`config.mk`:
```
export PLATFORM = sky130hd
export DESIGN_NAME = c64_key_injector_flat
export DESIGN_NICKNAME = d
export VERILOG_FILES = /design/src/rtl/c64_kbd_pkg.sv /design/src/rtl/c64_key_injector_if.sv /design/src/rtl/c64_matrix_sense.sv /design/src/rtl/c64_key_injector.sv /design/src/flat_wrapper.sv
export SDC_FILE = /design/constraint.sdc
export NUM_CORES = 1
export LEC_CHECK = 0
export ABC_AREA = 1
export BUFFER_PORTS_ARGS = -buffer_cell sky130_fd_sc_hd__buf_4
export CAP_MARGIN = 20
export CORE_ASPECT_RATIO = 0.7
export CORE_UTILIZATION = 42
export CTS_CLUSTER_SIZE = 30
export DETAILED_ROUTE_END_ITERATION = 6
export PLACE_DENSITY = 0.69
export SLEW_MARGIN = 20
export SYNTH_ARGS = -nofsm -noshare
export SYNTH_HDL_FRONTEND = slang
export SYNTH_SLANG_ARGS = --single-unit
```
`constraint.sdc`:
```
create_clock -name clk -period 1.85 [get_ports clk]
set_input_delay 0.2775 -clock clk [delete_from_list [all_inputs] [get_ports clk]]
set_output_delay 0.2775 -clock clk [all_outputs]
set_load 0.01 [all_outputs]
```
`src/rtl/c64_kbd_pkg.sv`:
```
`default_nettype none
// ============================================================================
//  Module   : c64_kbd_pkg
//  Purpose  : Shared types and constants for the C64 keyboard key injector:
//             FSM state encoding, key_code field positions, the left-shift
//             matrix position and common key codes for scripted typing.
//  Revision : 1.0  initial release
// ============================================================================
package c64_kbd_pkg;

    // Injector sequencing states, explicit 2-bit encoding
    typedef enum logic [1:0] {
        ST_IDLE  = 2'd0,
        ST_SETUP = 2'd1,
        ST_HOLD  = 2'd2,
        ST_GAP   = 2'd3
    } kbd_state_t;

    // key_code layout: {shift, row[2:0], col[2:0]}
    localparam int SHIFT_BIT = 6;
    localparam int ROW_MSB   = 5;
    localparam int ROW_LSB   = 3;
    localparam int COL_MSB   = 2;
    localparam int COL_LSB   = 0;

    // Left shift sits at row 1, column 7 of the C64 matrix
    localparam logic [2:0] SHIFT_ROW = 3'd1;
    localparam logic [2:0] SHIFT_COL = 3'd7;

    // Unshifted key codes for scripted typing
    localparam logic [6:0] KEY_L      = 7'h2A;  // row 5, col 2
    localparam logic [6:0] KEY_O      = 7'h26;  // row 4, col 6
    localparam logic [6:0] KEY_A      = 7'h0A;  // row 1, col 2
    localparam logic [6:0] KEY_D      = 7'h12;  // row 2, col 2
    localparam logic [6:0] KEY_SPACE  = 7'h3C;  // row 7, col 4
    localparam logic [6:0] KEY_RETURN = 7'h01;  // row 0, col 1
    localparam logic [6:0] KEY_2      = 7'h3B;  // row 7, col 3
    localparam logic [6:0] KEY_4      = 7'h0B;  // row 1, col 3
    localparam logic [6:0] KEY_COMMA  = 7'h2F;  // row 5, col 7
    localparam logic [6:0] KEY_8      = 7'h1B;  // row 3, col 3

endpackage
`default_nettype wire

```
`src/rtl/c64_key_injector_if.sv`:
```
`default_nettype none
// ============================================================================
//  Module   : c64_key_injector_if
//  Purpose  : Valid/ready key-code stream into the key injector.
//  Revision : 1.0  initial release
// ============================================================================
interface c64_key_injector_if;
    logic       key_valid;
    logic       key_ready;
    logic [6:0] key_code;

    // Code source (script player, testbench)
    modport master (output key_valid, output key_code, input key_ready);
    // Key injector
    modport slave  (input key_valid, input key_code, output key_ready);
endinterface
`default_nettype wire

```
`src/rtl/c64_matrix_sense.sv`:
```
`default_nettype none
// ============================================================================
//  Module   : c64_matrix_sense
//  Purpose  : Combinational keyboard-matrix responder for up to two pressed
//             positions. A column is pulled low when a pressed key in that
//             column sits on a currently selected (low) row.
//  Revision : 1.0  initial release
// ============================================================================
module c64_matrix_sense (
    input  wire logic [7:0] i_row_sel,   // active-low row select
    input  wire logic       i_en_a,
    input  wire logic [2:0] i_row_a,
    input  wire logic [2:0] i_col_a,
    input  wire logic       i_en_b,
    input  wire logic [2:0] i_row_b,
    input  wire logic [2:0] i_col_b,
    output logic      [7:0] o_col        // active-low column sense
);

    // Wired-AND of both pressed positions onto the column lines
    always_comb begin
        o_col = 8'hFF;
        for (int c = 0; c < 8; c++) begin
            if (i_en_a && (i_col_a == 3'(c)) && !i_row_sel[i_row_a])
                o_col[c] = 1'b0;
            if (i_en_b && (i_col_b == 3'(c)) && !i_row_sel[i_row_b])
                o_col[c] = 1'b0;
        end
    end

endmodule
`default_nettype wire

```
`src/rtl/c64_key_injector.sv`:
```
`default_nettype none
// ============================================================================
//  Module   : c64_key_injector
//  Purpose  : Presses one C64 key per accepted code for HOLD_CYCLES (with an
//             optional SETUP_CYCLES lead-in of left shift), then releases all
//             keys for GAP_CYCLES before accepting the next code.
//  Revision : 1.0  initial release
// ============================================================================
module c64_key_injector
    import c64_kbd_pkg::*;
#(
    parameter int HOLD_CYCLES  = 400000,
    parameter int GAP_CYCLES   = 400000,
    parameter int SETUP_CYCLES = 80000,
    parameter int CNT_W        = 20
) (
    input  wire logic           clk,
    input  wire logic           reset,         // asynchronous, active-low
    c64_key_injector_if.slave   kbd,
    input  wire logic     [7:0] keyboard_ROW,
    output logic          [7:0] keyboard_COL,
    output logic                busy
);

    // Counter reload values: a state lasts exactly LOAD+1 clocks
    localparam logic [CNT_W-1:0] C_SETUP_LOAD = CNT_W'(SETUP_CYCLES - 1);
    localparam logic [CNT_W-1:0] C_HOLD_LOAD  = CNT_W'(HOLD_CYCLES - 1);
    localparam logic [CNT_W-1:0] C_GAP_LOAD   = CNT_W'(GAP_CYCLES - 1);
    localparam logic [CNT_W-1:0] C_ONE        = CNT_W'(1);

    kbd_state_t       r_state,    w_state_nxt;
    logic [CNT_W-1:0] r_cnt,      w_cnt_nxt;
    logic [5:0]       r_key,      w_key_nxt;      // {row, col}; shift tracked by r_shift_on
    logic             r_key_on,   w_key_on_nxt;
    logic             r_shift_on, w_shift_on_nxt;
    logic             w_accept;

    assign w_accept = kbd.key_valid && (r_state == ST_IDLE);

    // State, counter and press flags; reset releases every key immediately
    always_ff @(posedge clk or negedge reset) begin
        if (!reset) begin
            r_state    <= ST_IDLE;
            r_cnt      <= '0;
            r_key      <= '0;
            r_key_on   <= 1'b0;
            r_shift_on <= 1'b0;
        end else begin
            r_state    <= w_state_nxt;
            r_cnt      <= w_cnt_nxt;
            r_key      <= w_key_nxt;
            r_key_on   <= w_key_on_nxt;
            r_shift_on <= w_shift_on_nxt;
        end
    end

    // Sequencing: IDLE -> [SETUP] -> HOLD -> GAP -> IDLE
    always_comb begin
        w_state_nxt    = r_state;
        w_cnt_nxt      = r_cnt;
        w_key_nxt      = r_key;
        w_key_on_nxt   = r_key_on;
        w_shift_on_nxt = r_shift_on;
        case (r_state)
            ST_IDLE: begin
                if (w_accept) begin
                    w_key_nxt = kbd.key_code[ROW_MSB:COL_LSB];
                    if (kbd.key_code[SHIFT_BIT]) begin
                        w_state_nxt    = ST_SETUP;
                        w_shift_on_nxt = 1'b1;
                        w_cnt_nxt      = C_SETUP_LOAD;
                    end else begin
                        w_state_nxt  = ST_HOLD;
                        w_key_on_nxt = 1'b1;
                        w_cnt_nxt    = C_HOLD_LOAD;
                    end
                end
            end
            ST_SETUP: begin
                if (r_cnt == '0) begin
                    w_state_nxt  = ST_HOLD;
                    w_key_on_nxt = 1'b1;
                    w_cnt_nxt    = C_HOLD_LOAD;
                end else begin
                    w_cnt_nxt = r_cnt - C_ONE;
                end
            end
            ST_HOLD: begin
                if (r_cnt == '0) begin
                    w_state_nxt    = ST_GAP;
                    w_key_on_nxt   = 1'b0;
                    w_shift_on_nxt = 1'b0;
                    w_cnt_nxt      = C_GAP_LOAD;
                end else begin
                    w_cnt_nxt = r_cnt - C_ONE;
                end
            end
            ST_GAP: begin
                if (r_cnt == '0) begin
                    w_state_nxt = ST_IDLE;
                end else begin
                    w_cnt_nxt = r_cnt - C_ONE;
                end
            end
            default: begin
                w_state_nxt = ST_IDLE;
            end
        endcase
    end

    // Status outputs decoded from the registered state only
    always_comb begin
        kbd.key_ready = (r_state == ST_IDLE);
        busy          = (r_state != ST_IDLE);
    end

    // Column response: pressed key plus left shift, combinational on ROW
    c64_matrix_sense u_sense (
        .i_row_sel (keyboard_ROW),
        .i_en_a    (r_key_on),
        .i_row_a   (r_key[ROW_MSB:ROW_LSB]),
        .i_col_a   (r_key[COL_MSB:COL_LSB]),
        .i_en_b    (r_shift_on),
        .i_row_b   (SHIFT_ROW),
        .i_col_b   (SHIFT_COL),
        .o_col     (keyboard_COL)
    );

endmodule
`default_nettype wire

```
`src/flat_wrapper.sv`:
```
// flat-port wrapper written by rule: the top's interface ports become plain ports
module c64_key_injector_flat import c64_kbd_pkg::*;
#(
    parameter int HOLD_CYCLES  = 400000,
    parameter int GAP_CYCLES   = 400000,
    parameter int SETUP_CYCLES = 80000,
    parameter int CNT_W        = 20
)
  (clk, reset, keyboard_ROW, keyboard_COL, busy, kbd_key_valid, kbd_key_code, kbd_key_ready);
  c64_key_injector_if kbd_i ();
  input  wire logic clk;
  input  wire logic reset;
  input  wire logic     [7:0] keyboard_ROW;
  output logic          [7:0] keyboard_COL;
  output logic busy;
  input wire logic [$bits(kbd_i.key_valid)-1:0] kbd_key_valid;
  input wire logic [$bits(kbd_i.key_code)-1:0] kbd_key_code;
  output wire logic [$bits(kbd_i.key_ready)-1:0] kbd_key_ready;
  assign kbd_i.key_valid = kbd_key_valid;
  assign kbd_i.key_code = kbd_key_code;
  assign kbd_key_ready = kbd_i.key_ready;
  c64_key_injector #(.HOLD_CYCLES(HOLD_CYCLES), .GAP_CYCLES(GAP_CYCLES), .SETUP_CYCLES(SETUP_CYCLES), .CNT_W(CNT_W)) u_core (.clk(clk), .reset(reset), .kbd(kbd_i), .keyboard_ROW(keyboard_ROW), .keyboard_COL(keyboard_COL), .busy(busy));
endmodule
```
==> summary.md, run 1 <==
| Metric | Value |
|---|---|
| I/O Buffers | `27` |
| Via-to-Cell Ratio | `5.13` |
| CTS tree | `done` |
| Clock Path Buffers | `2` |
| Post-Synthesis Cell Area | `2080 um2` |
| Initial Utilization | `45.8%` |
| DR iter-0 viols | `178` |
| R2R Setup Slk | `0.06 ns` |
| Rel. slew slack | `73.9%` |
| Die Height | `60.8 um` |
| Psw | `2.11 mW` |
| Clock Power Share | `14.1%` |
| Final hold slack | `0.222 ns` |
| Final nets | `379` |
| Setup ws final | `0.00801 ns` |
| Clock sink count | `30` |
| Peak supply drop | `0.776 mV` |
| # IOs | `28` |
| DRC viols | `0` |
| First-pass GRT wire length | `8850 um` |
| Hold path depth | `2` |
| Layout area overhead | `31.5%` |
| Power consumption | `4.49 mW` |
| Synth Instances | `304` |
| Critical Path AT | `1.56 ns` |
| Share of cells above drive strength 1 | `26.7%` |
| Max Clk Rate | `543 MHz` |
| R2R cell count | `9` |
| Core area | `4530 um2` |
| Dpl ws | `-0.128 ns` |
| Setup_tns | `0 ns` |
| Warnings, synthesis | `0` |
| Switching share of power | `46.9%` |
| Beginning of the worst hold path | `kbd_key_code[4]` |
| H-tree depth | `2` |
| Largest net degree at the start of global routing | `31` |
| Synth Register Bits | `30` |
| Hold crit path type | `in -> reg` |
| RR Endpoint | `u_core.r_cnt[7]$_DFFE_PN0P_` |
| RSZ-0062 raised after global routing | `true` |
| Wire per inst | `13.2 um` |
| Initial antenna violation count | `0` |
| Worst r2r src | `u_core.r_cnt[10]$_DFFE_PN0P_` |
| Fraction of registers with async set/reset | `100%` |
| Clock Skew | `0.00312 ns` |
| Syn nets | `328` |
| ANT cells | `0` |
| Cells after DPL | `411` |
| Total global-route track usage | `22.6%` |
| Int Power | `2.38 mW` |
| Max Fanout on Critical Path | `5` |
| Final setup violation count | `0` |
| Post-layout min period | `1.84 ns` |
| CP Data Required Time | `1.57 ns` |
| Cell row count | `20` |
| Post-synth EDFFs | `0` |
| 1st-pass router iterations | `4` |
| Ys flop type | `dfrtp_1` |
| Clock latency on the worst-skew pair | `0.28 ns` |
| Mean Syn Cell Area | `6.83 um2` |
| Final hold vios | `0` |
| Die X | `86.0 um` |
| Grt ovf | `0` |
| MaxCap Viol Count | `0` |
| Sequential share of power | `26.5%` |
| Hold EP | `u_core.r_key[4]$_DFFE_PN0P_` |
| Post-synthesis cell type count | `30` |
| Clock edge transition at the registers on the reported setup and hold paths | `0.07 ns` |
| Non-filler cells, final | `422` |
| Combinational share of power | `59.4%` |
| Num CTS Buffers | `5` |
| Status | `finished, final reports clean` |
| Max-slew violations | `0` |
| Routability congestion estimate | `0.899` |
| DP HPWL | `4090 um` |
| Root buf cell | `clkbuf_8` |
| Slew @ Worst Pin | `0.391 ns` |
| CP startpoint kind | `register` |
| Power Density | `1650 nW/um2` |
| Via Count | `2,166` |
| Crit end category | `output port` |
| ANT nets after route | `0` |
| Vias in the first global route | `1,818` |
| Critical path type | `reg -> out` |
| P_leak | `1.30 nW` |
| Post-synthesis sequential area ratio | `36.2%` |
| Fin crit share | `99.6%` |
| Drt total wl | `5590 um` |
| Die area | `5230 um2` |
## final cells by class
| type | count | area, um2 |
|---|---|---|
| fill | 416 | 1800 |
| multi-input combinational | 234 | 1270 |
| sequential | 30 | 753 |
| timing repair buffer | 48 | 383 |
| inverter | 36 | 135 |
| clock buffer | 8 | 110 |
| tap | 66 | 82.6 |
## power groups by stage
stage,Combinational [mW],Clock [mW],Sequential [mW]
floorplan,1.60,0,1.14
global placement,2.35,0,1.15
detailed placement,2.39,0,1.16
CTS,2.43,0.648,1.15
global route,2.99,0.684,1.22
finish,2.67,0.634,1.19
## cells by family (layout without fill, tap and decap cells)
group	after synthesis	in the layout	share of synthesized area, %
XOR/XNOR	3	3	1.27
multiplexers	3	3	1.63
AND/OR/NAND/NOR	183	183	39.5
adder cells (fa/ha/maj)	6	6	3.62
AO/OA/AOI/OAI	39	39	10.0
buffers and inverters	40	92	7.78
flip-flops	30	30	36.2
## flip-flops by register name, summed over array words and instances (netlist names)
| signal | cells |
|---|---|
| u_core.r_state | 2 |
| u_core.r_key_on | 1 |
| u_core.r_shift_on | 1 |
| u_core.r_key | 6 |
| u_core.r_cnt | 20 |
## stage by stage
stage               utilization (%)  instance area (um2)
floorplan                         -                 2080
global placement               54.5                 2470
detailed placement             54.5                 2470
CTS                            57.4                 2600
global route                   60.3                 2730
finish                         60.3                 2730
## worst max-delay path by stage
stage,slack (ns),startpoint,cells past startpoint,to
after floorplan,0.22,u_core.r_state[0]$_DFFE_PN0P_,10,u_core.r_key_on$_DFFE_PN0P_
after global placement,-0.03,u_core.r_cnt[0]$_DFFE_PN0P_,9,u_core.r_cnt[8]$_DFFE_PN0P_
after detailed placement,-0.13,u_core.r_cnt[1]$_DFFE_PN0P_,9,u_core.r_cnt[8]$_DFFE_PN0P_
after CTS,0.003,u_core.r_key[3]$_DFFE_PN0P_,8,keyboard_COL[2]
after global routing,-0.13,u_core.r_key[3]$_DFFE_PN0P_,6,keyboard_COL[4]
final,0.008,u_core.r_key[3]$_DFFE_PN0P_,6,keyboard_COL[4]
## routing by layer
layer  global-route usage, %  wire length, um
met3                    4.49              321
met1                    35.2             2920
met5                       0                0
met4                    6.43               63
met2                    31.3             2290
## placed cells by master (no fill, tap or decap), drive strengths merged, types with 2 or more instances in the layout
master / instances
clkbuf: 8
buf: 47
a21oi: 15
ha: 6
nor2: 79
mux2: 3
o21a: 2
xnor2: 2
o21ai: 20
nor3: 4
nand2: 66
nand4: 9
dfrtp: 30
and2: 2
inv: 36
nand3: 21
## cell usage after synthesis (4+ instances only)
cell	count	share of area, %
inv_1	35	6.3
nand3_1	18	4.3
dfrtp_1	30	36
nor2_1	73	13
a21oi_1	15	3.6
nand2_1	62	11
nand4_1	9	2.7
nor3_1	4	0.96
o21ai_0	18	4.3
ha_1	6	3.6
## what timing repair did
item	in CTS	in global routing
hold endpoints to repair	30	0
hold buffers	1	0
endpoints found under the setup margin	18	28
pin swaps	2	9
setup buffers	0	1
resized for setup	8	31
gates cloned	0	1
## worst max-delay path, cell delays in order, from the launching register on
cell and delay, ns:
dfrtp_1 0.42, o21ai_0 0.21, o21ai_1 0.10, o21ai_2 0.15
buf_4 0.17, nand3_1 0.08, buf_4 0.16
(Power assumes the default switching activity.)
==> inputs of run 2 (changes only) <==
--- a/config.mk
+++ b/config.mk
@@ -12,7 +12,6 @@
 export CORE_UTILIZATION = 42
 export CTS_CLUSTER_SIZE = 30
 export DETAILED_ROUTE_END_ITERATION = 6
-export PLACE_DENSITY = 0.69
 export SLEW_MARGIN = 20
 export SYNTH_ARGS = -nofsm -noshare
 export SYNTH_HDL_FRONTEND = slang
==> constraint.sdc (replaced) <==
create_clock -name clk -period 1.9 [get_ports clk]
set_input_delay 0.285 -clock clk [delete_from_list [all_inputs] [get_ports clk]]
set_output_delay 0.285 -clock clk [all_outputs]
set_load 0.01 [all_outputs]
==> run 2 against run 1 <==
Compared with the run above: worst setup slack better by 0.040 ns; total power shrank 10%; global-route usage is 0.22 points lower; routed wire length is 6.6% lower; clock power shrank 14%; worst hold slack improved by 0.0016 ns; combinational power fell by 13%; via count down 7.8%; clock skew hardly changed; sequential power shrank 3%; critical endpoint is now keyboard_COL[7].
==> summary.md, run 2 (same netlist as run 1, synthesis figures left out) <==
| Metric | Value |
|---|---|
| Clock edge transition at the registers on the reported setup and hold paths | `0.07 ns (about the same)` |
| Largest net degree at the start of global routing | `31 (unchanged)` |
| Area after DPL | `2470 um2 (unchanged)` |
| Crit end category | `output port` |
| DP HPWL | `4040 um (-1.2%)` |
| Largest stage delay on the critical path | `0.43 ns (about the same)` |
| Core area | `4530 um2 (unchanged)` |
| Clock latency on the worst-skew pair | `0.29 ns (about the same)` |
| Root buf cell | `clkbuf_8` |
| Die area | `5230 um2 (unchanged)` |
| Switching share of power | `46.6% (-0.31 points)` |
| Clock Skew | `0.00301 ns (-0.000108 ns)` |
| R2R Setup Slk | `0.15 ns (+0.09 ns)` |
| First-pass GRT wire length | `8710 um (-1.6%)` |
| Clock sink count | `30 (unchanged)` |
| Grt ovf | `0 (unchanged)` |
| Num CTS Buffers | `5 (unchanged)` |
| Via Count | `1,997 (-7.8%)` |
| Psw | `1.88 mW (-11%)` |
| Status | `finished, final reports clean` |
| Cell mode on critical path | `buf_4` |
| P_leak | `1.27 nW (-2.5%)` |
| Final setup violation count | `0 (unchanged)` |
| MaxCap Viol Count | `0 (unchanged)` |
| Power Density | `1540 nW/um2 (-6.5%)` |
| DR iter-0 viols | `132 (-26%)` |
| Drt total wl | `5220 um (-6.6%)` |
| Peak supply drop | `0.895 mV (+15%)` |
| Clock Path Buffers | `2 (unchanged)` |
| Worst r2r src | `u_core.r_cnt[1]$_DFFE_PN0P_` |
| Crit path launch | `u_core.r_key[3]$_DFFE_PN0P_` |
| Die Height | `60.8 um (unchanged)` |
| Final hold vios | `0 (unchanged)` |
| CP Data Required Time | `1.62 ns (+0.05 ns)` |
| Critical Path AT | `1.57 ns (about the same)` |
| Beginning of the worst hold path | `kbd_key_code[4]` |
| ANT cells | `0 (unchanged)` |
| Setup ws final | `0.0481 ns (+0.0401 ns)` |
| Via-to-Cell Ratio | `4.75 (-7.4%)` |
| Max Clk Rate | `540 MHz` |
| CTS tree | `done` |
| RSZ-0062 raised after global routing | `true` |
| Hold EP | `u_core.r_key[4]$_DFFE_PN0P_` |
| Commonest non-fill, non-tap cell in the layout | `nor2_1` |
| Post-layout min period | `1.85 ns` |
| Top reg by flops | `u_core.r_cnt` |
| Layout area overhead | `26.0%` |
| Final nets | `377 (-0.53%)` |
| Max Fanout on Critical Path | `5 (unchanged)` |
| # IOs | `28 (unchanged)` |
| Hold path depth | `2 (unchanged)` |
| Post-CTS setup buffers | `0 (unchanged)` |
| ANT nets after route | `0 (unchanged)` |
| Clock Power Share | `13.6% (-0.5 points)` |
| Most frequent cells in the layout | `nor2_1, nand2_1, buf_4` |
| Slew @ Worst Pin | `0.573 ns (+0.182 ns)` |
| Total global-route track usage | `22.4% (-0.22 points)` |
| DRC viols | `0 (unchanged)` |
| H-tree depth | `2 (unchanged)` |
| Top flop regs | `u_core.r_cnt x20, u_core.r_key x6, u_core.r_state x2` |
| Routability congestion estimate | `0.854 (-5.0%)` |
| Wire per inst | `12.4 um (-6.2%)` |
| Vias in the first global route | `1,766 (-2.9%)` |
| RR Endpoint | `u_core.r_cnt[16]$_DFFE_PN0P_` |
| CP startpoint kind | `register` |
| Dpl ws | `-0.131 ns (-0.00382 ns)` |
| Max-slew violations | `0 (unchanged)` |
| Int Power | `2.15 mW (-9.9%)` |
| 1st-pass router iterations | `4 (unchanged)` |
| Initial antenna violation count | `0 (unchanged)` |
| Cell row count | `20 (unchanged)` |
| Share of cells above drive strength 1 | `22.3% (-4.4 points)` |
| Combinational share of power | `57.9% (-1.5 points)` |
| Fin crit share | `97.5%` |
| Sequential share of power | `28.5% (+2.0 points)` |
| Die X | `86.0 um (unchanged)` |
| Initial Utilization | `45.8% (unchanged)` |
| Finished Cell Area | `2620 um2 (-4.2%)` |
| Slowest CP cell | `dfrtp_1` |
| R2R cell count | `10 (+1)` |
| I/O Buffers | `27 (unchanged)` |
| Hold crit path type | `in -> reg` |
| Critical path type | `reg -> out` |
| Cells along the critical path | `inv_2 -> nor2_1 -> o211ai_1 -> o21ai_1 -> buf_4 -> a31oi_1 -> buf_4` |
| Rel. slew slack | `61.8% (-12 points)` |
| Fillers | `446 (+7.2%)` |
| Max FFs per register | `20 (unchanged)` |
==> run 2: cell count changes in the layout (fill, tap and decap cells not counted), moves of 2 or more <==
| cell | before | now |
|---|---|---|
| dfrtp_2 | 2 | 0 |
| dfrtp_1 | 28 | 30 |
| nand2_1 | 57 | 60 |
| nand2_2 | 7 | 5 |
| clkbuf_8 | 8 | 6 |
| nor2_1 | 65 | 70 |
| nor2_4 | 7 | 3 |
==> run 2: critical path, delay by kind of cell, from the launching register on <==
family	cells	cell delay, ns
simple gates	1	0.05
compound gates	3	0.39
buf+inv	3	0.40
flops	1	0.43
==> run 2: layout make-up <==
cell class,count,area (um2),share of cell area [%]
timing repair buffer,46,370,14.2
sequential,30,751,28.7
clock buffer,7,86.3,3.30
tap,66,82.6,3.16
clock inverter,1,5.00,0.191
multi-input combinational,234,1190,45.3
inverter,36,135,5.17
==> run 2: worst max path at each step <==
stage                                   to
3_5_place_dp   u_core.r_cnt[8]$_DFFE_PN0P_
3_3_place_gp   u_core.r_cnt[7]$_DFFE_PN0P_
4_1_cts                    keyboard_COL[7]
2_1_floorplan  u_core.r_key_on$_DFFE_PN0P_
6_report                   keyboard_COL[7]
5_1_grt                    keyboard_COL[7]
==> run 2: through the flow <==
stage               hold WS (ns)  utilization, %  TNS, ns  instances  power, mW
floorplan                -0.0106               -        0        304       2.67
global placement           0.241            54.5   -0.302        411       3.39
detailed placement         0.243            54.5   -0.780        411       3.41
CTS                        0.217            56.9        0        420       3.99
global route               0.216            57.8   -0.611        420       4.44
finish                     0.224            57.8        0        420       4.03
==> run 2: layer usage <==
| layer | GRT usage, % | vias up | share of wire, % |
|---|---|---|---|
| li1 | - | 1067 | - |
| met4 | 7.86 | 0 | 1.4 |
| met1 | 34.5 | 883 | 56 |
| met2 | 30.6 | 39 | 38 |
| met3 | 4.49 | 8 | 4.5 |
| met5 | 0 | - | 0 |
==> run 2: power groups by stage <==
| stage | sequential (mW) | clock, mW | combinational (mW) |
|---|---|---|---|
| floorplan | 1.11 | 0 | 1.56 |
| global placement | 1.15 | 0 | 2.24 |
| detailed placement | 1.15 | 0 | 2.25 |
| CTS | 1.15 | 0.560 | 2.28 |
| global route | 1.18 | 0.590 | 2.66 |
| finish | 1.15 | 0.545 | 2.33 |
==> run 2: what timing repair did <==
action                     in CTS  in global routing
hold buffers                    1                  0
setup endpoints to repair      18                 14
resized for setup               5                 13
pin swaps                       2                  2
gates cloned                    0                  0
hold endpoints to repair       30                  0
